===== config.mk =====
export PLATFORM = sky130hd
export DESIGN_NAME = l2_resp_multi
export DESIGN_NICKNAME = d
export VERILOG_FILES = /design/src/rtl/l2_resp_multi.sv
export SDC_FILE = /design/constraint.sdc
export NUM_CORES = 1
export LEC_CHECK = 0
export CORE_UTILIZATION = 31
export CTS_BUF_LIST = sky130_fd_sc_hd__clkbuf_8
export DETAILED_ROUTE_END_ITERATION = 8
export PLACE_DENSITY = 0.53
export REMOVE_ABC_BUFFERS = 1
export SETUP_SLACK_MARGIN = 0.15
export SYNTH_ARGS = -nofsm -noshare
export SYNTH_HDL_FRONTEND = slang
export SYNTH_SLANG_ARGS = --single-unit

===== constraint.sdc =====
create_clock -name clk -period 3.44 [get_ports clk]
set_input_delay 0.688 -clock clk [delete_from_list [all_inputs] [get_ports clk]]
set_output_delay 0.688 -clock clk [all_outputs]
set_load 0.01 [all_outputs]

===== src/rtl/l2_resp_multi.sv =====
// Layer-2 response collector for the SPI command path.
// Armed by layer 3, waits a fixed turnaround, hunts for a start byte (bit 7
// clear), captures a programmable number of bytes, optionally polls busy,
// then reports done or error with status words.
// Ports:
//   clk, rst_n            clock, synchronous active-low reset
//   pin_l2_clr            soft clear of the FSM (data/count retained)
//   l3_en, l3_cmd_done    arm pulse / release of DONE or ERR
//   resp_len, busy_chk,   per-transfer config, latched at arm
//   tmo_limit
//   resp, resp_vld,       response byte stream handshake
//   resp_rdy
//   resp_data, resp_cnt   captured bytes and byte count
//   resp_done, resp_err,  completion flags and error code
//   err_code
//   sw0, sw1              packed status words
module l2_resp_multi #(
   parameter int unsigned MAX_BYTES = 5,
   parameter int unsigned TMO_W     = 8,
   parameter int unsigned PRE_WAIT  = 2,
   parameter int unsigned HOLD_CYC  = 8
) (
   input  logic                   clk,
   input  logic                   rst_n,
   input  logic                   pin_l2_clr,
   input  logic                   l3_en,
   input  logic                   l3_cmd_done,
   input  logic [2:0]             resp_len,
   input  logic                   busy_chk,
   input  logic [TMO_W-1:0]       tmo_limit,
   input  logic [7:0]             resp,
   input  logic                   resp_vld,
   output logic                   resp_rdy,
   output logic [8*MAX_BYTES-1:0] resp_data,
   output logic [2:0]             resp_cnt,
   output logic                   resp_done,
   output logic                   resp_err,
   output logic [1:0]             err_code,
   output logic [7:0]             sw0,
   output logic [7:0]             sw1
);

   localparam int unsigned DATA_W  = 8 * MAX_BYTES;
   localparam int unsigned CYC_MAX = (PRE_WAIT > HOLD_CYC) ? PRE_WAIT : HOLD_CYC;
   localparam int unsigned CYC_W   = $clog2(CYC_MAX + 1);

   localparam logic [1:0] ERR_NONE  = 2'b00;
   localparam logic [1:0] ERR_START = 2'b01;
   localparam logic [1:0] ERR_BUSY  = 2'b10;
   localparam logic [1:0] ERR_STAT  = 2'b11;

   typedef enum logic [2:0] {
      S_IDLE, S_WAIT, S_START, S_COLLECT, S_BUSY, S_HOLD, S_DONE, S_ERR
   } state_e;

   state_e             state_q, state_d;
   logic [DATA_W-1:0]  data_q, data_d;
   logic [2:0]         cnt_q, cnt_d;
   logic [1:0]         code_q, code_d;
   logic [TMO_W-1:0]   tmo_q, tmo_d;
   logic [CYC_W-1:0]   cyc_q, cyc_d;
   logic [2:0]         len_q, len_d;
   logic               busy_q, busy_d;
   logic [TMO_W-1:0]   limit_q, limit_d;
   logic               rdy_q, done_q, err_q;
   logic [7:0]         sw0_q, sw1_q;

   logic               xfer;
   logic [TMO_W-1:0]   tmo_inc;
   logic               tmo_hit;
   logic [2:0]         len_clamp;
   state_e             after_data;

   // Next-state and datapath update
   always_comb begin
      state_d = state_q;
      data_d  = data_q;
      cnt_d   = cnt_q;
      code_d  = code_q;
      tmo_d   = tmo_q;
      cyc_d   = cyc_q;
      len_d   = len_q;
      busy_d  = busy_q;
      limit_d = limit_q;

      xfer       = resp_vld & rdy_q;
      tmo_inc    = TMO_W'(tmo_q + 1'b1);
      // limit is compared against the count including the current cycle
      tmo_hit    = (limit_q != '0) && (tmo_inc == limit_q);
      after_data = busy_q ? S_BUSY : S_HOLD;

      if (resp_len == 3'd0) begin
         len_clamp = 3'd1;
      end else if (resp_len > 3'(MAX_BYTES)) begin
         len_clamp = 3'(MAX_BYTES);
      end else begin
         len_clamp = resp_len;
      end

      case (state_q)
         S_IDLE: begin
            if (l3_en) begin
               len_d   = len_clamp;
               busy_d  = busy_chk;
               limit_d = tmo_limit;
               data_d  = '0;
               cnt_d   = '0;
               code_d  = ERR_NONE;
               tmo_d   = '0;
               cyc_d   = '0;
               state_d = S_WAIT;
            end
         end
         S_WAIT: begin
            if (cyc_q == CYC_W'(PRE_WAIT - 1)) begin
               cyc_d   = '0;
               state_d = S_START;
            end else begin
               cyc_d = CYC_W'(cyc_q + 1'b1);
            end
         end
         S_START: begin
            if (xfer && !resp[7]) begin
               data_d[7:0] = resp;
               cnt_d       = 3'd1;
               tmo_d       = '0;
               cyc_d       = '0;
               state_d     = (len_q > 3'd1) ? S_COLLECT : after_data;
            end else begin
               tmo_d = tmo_inc;
               if (tmo_hit) begin
                  code_d  = ERR_START;
                  state_d = S_ERR;
               end
            end
         end
         S_COLLECT: begin
            if (xfer) begin
               for (int unsigned i = 0; i < MAX_BYTES; i++) begin
                  if (cnt_q == 3'(i)) begin
                     data_d[8*i +: 8] = resp;
                  end
               end
               cnt_d = 3'(cnt_q + 3'd1);
               if (3'(cnt_q + 3'd1) == len_q) begin
                  tmo_d   = '0;
                  cyc_d   = '0;
                  state_d = after_data;
               end
            end
         end
         S_BUSY: begin
            if (xfer && (resp != 8'h00)) begin
               cyc_d   = '0;
               state_d = S_HOLD;
            end else begin
               tmo_d = tmo_inc;
               if (tmo_hit) begin
                  code_d  = ERR_BUSY;
                  state_d = S_ERR;
               end
            end
         end
         S_HOLD: begin
            if (cyc_q == CYC_W'(HOLD_CYC - 1)) begin
               cyc_d = '0;
               if (data_q[6:1] != 6'd0) begin
                  code_d  = ERR_STAT;
                  state_d = S_ERR;
               end else begin
                  state_d = S_DONE;
               end
            end else begin
               cyc_d = CYC_W'(cyc_q + 1'b1);
            end
         end
         S_DONE, S_ERR: begin
            if (l3_cmd_done) begin
               state_d = S_IDLE;
            end
         end
         default: state_d = S_IDLE;
      endcase

      // Soft clear overrides everything, including an arm in the same cycle
      if (pin_l2_clr) begin
         state_d = S_IDLE;
         data_d  = data_q;
         cnt_d   = cnt_q;
         code_d  = ERR_NONE;
         tmo_d   = '0;
         cyc_d   = '0;
      end
   end

   // State, datapath and registered outputs derived from next state
   always_ff @(posedge clk) begin
      if (!rst_n) begin
         state_q <= S_IDLE;
         data_q  <= '0;
         cnt_q   <= '0;
         code_q  <= ERR_NONE;
         tmo_q   <= '0;
         cyc_q   <= '0;
         len_q   <= '0;
         busy_q  <= 1'b0;
         limit_q <= '0;
         rdy_q   <= 1'b0;
         done_q  <= 1'b0;
         err_q   <= 1'b0;
         sw0_q   <= '0;
         sw1_q   <= '0;
      end else begin
         state_q <= state_d;
         data_q  <= data_d;
         cnt_q   <= cnt_d;
         code_q  <= code_d;
         tmo_q   <= tmo_d;
         cyc_q   <= cyc_d;
         len_q   <= len_d;
         busy_q  <= busy_d;
         limit_q <= limit_d;
         rdy_q   <= (state_d == S_START) || (state_d == S_COLLECT) || (state_d == S_BUSY);
         done_q  <= (state_d == S_DONE);
         err_q   <= (state_d == S_ERR);
         sw0_q   <= {code_d, 3'b000, cnt_d};
         sw1_q   <= {data_d[7:6], data_d[5:4] | {2{state_d == S_ERR}}, data_d[3:0]};
      end
   end

   assign resp_rdy  = rdy_q;
   assign resp_data = data_q;
   assign resp_cnt  = cnt_q;
   assign resp_done = done_q;
   assign resp_err  = err_q;
   assign err_code  = code_q;
   assign sw0       = sw0_q;
   assign sw1       = sw1_q;

endmodule


==> results of run 1 <==
final cells by class:
class	count	area (um2)
inverters	8	30.03
well taps	168	210.2
clock inverters	6	117.6
fillers	1230	7098
flip-flops and latches	77	1541
multi-input cells	337	2136
repair buffers	90	890.9
clock buffers	10	137.6
metrics by stage:
stage	hold slack, ps	utilization [%]	area, um2	worst slack, ps	power (mW)
after detailed placement	478.9	39.54	4808	398.0	1.086
after CTS	492.5	41.64	5064	697.8	1.971
final	489.7	41.64	5064	687.1	1.948
after floorplan	461.2	-	3707	852.1	1.017
after global placement	477.1	39.54	4808	422.8	1.085
after global routing	505.7	41.64	5064	537.1	2.033
state kept, by name (all words and copies together) (netlist names):
name / count
state_q: 3
cyc_q: 4
limit_q: 8
resp_data: 40
resp_rdy: 1
sw0: 1
sw1: 2
busy_q: 1
resp_done: 1
tmo_q: 8
len_q: 3
resp_err: 1
resp_cnt: 2
err_code: 2
layer usage:
metal | share of wire (%) | vias up | track usage (%)
met1 | 46 | 1607 | 22.91
met4 | 1.4 | 0 | 5.714
met5 | 0 | - | 0
met3 | 6.4 | 8 | 6.088
met2 | 46 | 106 | 27.31
li1 | - | 1713 | -
cells in the final DEF, fill, tap and decap left out, drive strengths merged, types with 6 or more instances in the layout:
cell type	instances
inv	10
nand3	9
clkdlybuf4s50	86
nor3	7
o21ai	16
a21oi	34
nor2	81
nand2	39
xnor2	10
dfxtp	77
ha	8
or2	7
and2	6
a22oi	9
and3	12
nor4	6
clkbuf	10
mux2i	32
cell families after synthesis:
family / Yosys count / share of synthesized area, %
and+or+nand+nor: 193 / 25.88
AOI/OAI and AO/OA: 87 / 14.66
DFF: 77 / 39.51
buffers and inverters: 42 / 5.933
muxes: 32 / 8.210
xor gates and xnor gates: 14 / 3.143
adders and majority gates: 8 / 2.566
other: 1 / 0.09612
worst max path at each step:
stage,from,to,slack (ps),cells past startpoint
floorplan,resp_cnt[0],sw1[4],850,9
global placement,resp[7],sw1[4],420,8
detailed placement,resp[7],sw1[5],400,8
CTS,resp_cnt[0],sw1[5],700,9
global route,resp_cnt[0],sw1[5],540,9
finish,resp_cnt[0],sw1[5],690,9
power by group:
| part | internal, mW | total, mW | switching [mW] |
|---|---|---|---|
| Clock | 0.509 | 0.885 | 0.375 |
| Sequential | 0.900 | 0.913 | 0.0128 |
| Combinational | 0.0658 | 0.150 | 0.0847 |
| Total | 1.48 | 1.95 | 0.473 |
worst max-delay path: stages (launching register included):
cell and delay [ps]:
dfxtp_1 490, inv_1 110, ha_1 350, xor2_1 180, nor3_2 270, nand2_1 110
a221o_1 410, a311oi_4 400, nor4b_4 100, or2_1 230
==> flow_summary.yaml, run 1 <==
worst_setup_path:
  crit_arrival_ps: 3020
  reg2reg_from: "resp_cnt[0]"
  required_ps: 3710
  reg2reg_to: "sw1[5]"
  r2r_cells: 9
  worst-path-max-fanout: 8
  critPathLaunchType: "flip-flop"
  reg2reg_setup_slack_ps: 690
  crit_path_end_kind: "flip-flop"
  path_class: "flip-flop to flip-flop"
clock_network:
  cts_resized: 0
  htreeDepth: 3
  cts_made_buffers: 9
  cts_num_sinks: 77
  clock_latency_ps: 370
  clockBufferDepth: 2
  ctsRootBufferMaster: "clkbuf_8"
  ctsHoldBuffers: 0
  clkTransAtPathRegs_ps: 80
  postCtsSetupRepairBufs: 0
  cts_tree: "built"
sta:
  rsz0062_at_grt: "false"
  worstMarginPinSlew_ps: 764.7
  slew_violations: 0
  fin_crit_ps: 2753
  setup_viol: 0
  fin_crit_sh_pct: 80.03
  skew_ps: 9.293
  slew-limit-headroom_pct: 48.83
  hold_violations: 0
  fmax_ghz: 0.3633
  setup_tns_ps: 0
synth:
  async_reset_ff_share_pct: 0
  yosys.area.top_type_share_pct: 39.51
  synth_common_cells: "77 x dfxtp_1, 77 x nor2_1, 38 x nand2_1"
  yosysTopAreaCell: "dfxtp_1"
  synth_ff_type: "dfxtp_1"
  synthTopCellsByArea: "dfxtp_1 40%, mux2i_1 8.2%, nor2_1 7.4%"
  yosysSeqAreaShare_pct: 39.51
  avgSynthCellArea_um2: 8.593
  synth_edf_count: 0
  yosys_register_bits: 77
  synth_cell_type_count: 64
  synth_warnings: 0
  syn_area_mm2: 0.003901
  syn-instance-count: 454
global_route:
  grt-ovfl-total: 0
  grt_pass1_vias: 3299
  grt_use_total_pct: 17.64
  grt_antenna_before_repair: 0
  grt_max_degree: 31
  grt_first_pass_wirelength_um: 17470
worst_hold_path:
  min_from: "limit_q[3]"
  hold_depth: 2
  hold_end: "limit_q[3]"
  hold_class: "flip-flop to flip-flop"
run:
  cap_violations: 0
routing:
  drt-initial-drc-count: 201
  drtAntennaViolNets: 0
  via_count: 3434
  wl_um: 11030
  firstDrtPassIters: 4
  drc: 0
  routedWlPerCell_um: 15.85
  vias_per_cell: 4.934
die:
  rows: 40
  die_h_um: 114.2
  core_mm2: 0.01216
  start_util_pct: 32.08
  ioPinCount: 90
  die_w_um: 114.2
  die_area_mm2: 0.01304
run_status:
  status: "complete, no violations"
finish:
  diodes: 0
  areaGrowthSynthToFinish_pct: 29.79
  nNetsFinal: 557
  instances_no_fill: 696
  drive_gt1_share_pct: 9.280
place:
  place_inst: 680
  place_congestion: 0.8549
  port_buffers: 86
  dpl.hpwl_um: 8114
power:
  leakagePower_nw: 1.864
  powerDensity_mw_per_mm2: 384.7
  ir_drop_mv: 0.2395
(Power assumes the default switching activity.)
==> inputs of run 2 (changes only) <==
--- a/config.mk
+++ b/config.mk
@@ -8,7 +8,7 @@
 export CORE_UTILIZATION = 31
 export CTS_BUF_LIST = sky130_fd_sc_hd__clkbuf_8
 export DETAILED_ROUTE_END_ITERATION = 8
-export PLACE_DENSITY = 0.53
+export PLACE_DENSITY = 0.55
 export REMOVE_ABC_BUFFERS = 1
 export SETUP_SLACK_MARGIN = 0.15
 export SYNTH_ARGS = -nofsm -noshare
==> constraint.sdc (replaced) <==
create_clock -name clk -period 2.5 [get_ports clk]
set_input_delay 0.5 -clock clk [delete_from_list [all_inputs] [get_ports clk]]
set_output_delay 0.5 -clock clk [all_outputs]
set_load 0.01 [all_outputs]
==> run 2 against run 1 <==
  * Critical path depth is the same
  * Cell count grew 6.8%
  * Wire length grew 7.8%
  * Worst setup slack lost 500 ps
  * Clock skew is essentially flat
  * Sequential cell count is the same
  * Final area grew 10%
  * Global-route usage grew 1.5 points
  * Critical endpoint unchanged
  * Largest cell class unchanged
==> flow_summary.yaml, run 2 (synthesized netlist as in run 1, its figures left out) <==
routing:
  routedWlPerCell_um: 16.02
  drtAntennaViolNets: 0
  via_count: 3726
  wl_um: 11900
  drc: 0
  vias_per_cell: 5.015
  drt-initial-drc-count: 149
  firstDrtPassIters: 5
power:
  p_switching_mw: 0.6433
  leakagePower_nw: 2.099
  sequentialPowerShare_pct: 50.7
  p_int_mw: 1.828
  powerDensity_mw_per_mm2: 442.3
  ir_drop_mv: 0.3752
  combPwrFrac_pct: 10.6
  clockPowerShare_pct: 38.7
  switching_share_pct: 26.03
  power_mw: 2.471
worst_setup_path:
  required_ps: 2760
  path_class: "flip-flop to flip-flop"
  crit_arrival_ps: 2570
  crit_path_end_kind: "flip-flop"
  worst-path-max-fanout: 4
  critPathLaunchType: "flip-flop"
die:
  rows: 40
  core_mm2: 0.01216
  die_area_mm2: 0.01304
  die_h_um: 114.2
  start_util_pct: 32.08
  ioPinCount: 90
  die_w_um: 114.2
sta:
  fin_crit_sh_pct: 92.41
  hold_violations: 0
  fmax_ghz: 0.4329
  setup_slack_ps: 189.7
  rsz0062_at_grt: "true"
  setup_tns_ps: 0
  skew_ps: 9.264
  slew_violations: 0
  fin_crit_ps: 2310
  worstMarginPinSlew_ps: 583.5
  holdWs_ps: 489.8
  setup_viol: 0
  slew-limit-headroom_pct: 60.93
global_route:
  grt_first_pass_wirelength_um: 19220
  grt_max_degree: 44
  grt_pass1_vias: 3695
  grt_antenna_before_repair: 0
  met2_usage_pct: 31.31
  grt-ovfl-total: 0
  grt_busiest_layer: "met2"
  grt_util_met3_pct: 7.041
  grt_use_total_pct: 19.17
  met1_usage_pct: 23.12
clock_network:
  ctsRootBufferMaster: "clkbuf_8"
  cts_made_buffers: 9
  cts_num_sinks: 77
  clock_latency_ps: 370
  clockBufferDepth: 2
  cts_tree: "built"
  clkTransAtPathRegs_ps: 80
  htreeDepth: 3
worst_hold_path:
  hold_class: "flip-flop to flip-flop"
place:
  dpl-instance-area_mm2: 0.005201
  dpl.hpwl_um: 8875
  place_congestion: 0.8444
  port_buffers: 86
  dp_slack_ps: -201.8
  place_inst: 724
finish:
  largest_register_ffs: 40
  final_cell_mix: "86 x clkdlybuf4s50_1, 77 x nor2_1, 70 x dfxtp_1"
  diodes: 0
  postLayoutCoreUtil_pct: 45.94
  drive_gt1_share_pct: 20.17
  areaGrowthSynthToFinish_pct: 43.20
  layout_commonest_cell: "clkdlybuf4s50_1"
  nNetsFinal: 604
  instances_no_fill: 743
  finalInstanceArea_mm2: 0.005587
run_status:
  status: "complete, no violations"
run:
  cap_violations: 0
## run 2: cell types whose count changed in the layout (fill, tap and decap cells not counted), moves of 3 or more
cell     change
buf_4       +42
dfxtp_1      -7
buf_12       +5
dfxtp_2      +4
ha_1         -4
ha_4         +4
dfxtp_4      +3
## run 2: metal layers
layer  part of all wire, %  up-vias
met2                    48      115
li1                      -     1808
met4                   2.0        0
met5                     0        -
met3                   6.7       16
met1                    43     1787
## run 2: final timing paths
check,startpoint,slack (ps),end,cells after the start
min reg2reg,limit_q[3],490,limit_q[3],2
max reg2reg,resp_cnt[0],190,sw1[5],9
min,limit_q[3],490,limit_q[3],2
max,resp_cnt[0],190,sw1[5],9
## run 2: repair_timing
action                     4_1_cts  5_1_grt
hold endpoints to repair         0        0
cloned                           0        0
pin swaps                       10        6
setup buffers                    2        1
hold buffers                     0        0
gates resized for setup         14       19
setup endpoints to repair       11       20
## run 2: power by group through the flow
| stage | logic (mW) | clock network [mW] | registers, mW |
|---|---|---|---|
| 6_report | 0.261 | 0.957 | 1.25 |
| 5_1_grt | 0.281 | 1.05 | 1.26 |
| 4_1_cts | 0.255 | 0.999 | 1.25 |
| 3_5_place_dp | 0.251 | 0 | 1.28 |
| 3_3_place_gp | 0.251 | 0 | 1.28 |
| 2_1_floorplan | 0.121 | 0 | 1.28 |
## run 2: area by class of cell
type,count,area [um2]
clock buffers,9,123.9
clock inverters,7,75.07
fillers,1185,6575
inverters,8,32.53
multi-input cells,337,2281
flip-flops and latches,77,1558
well taps,168,210.2
repair buffers,137,1306
## run 2: worst max-delay path, stage by stage (launching register included)
cell and delay [ps]:
dfxtp_4 390, inv_4 50, ha_4 260, xor2_4 160
nor3_4 220, nand2_1 100, a221o_1 370, a311oi_4 340
nor4b_4 90, or2_1 230
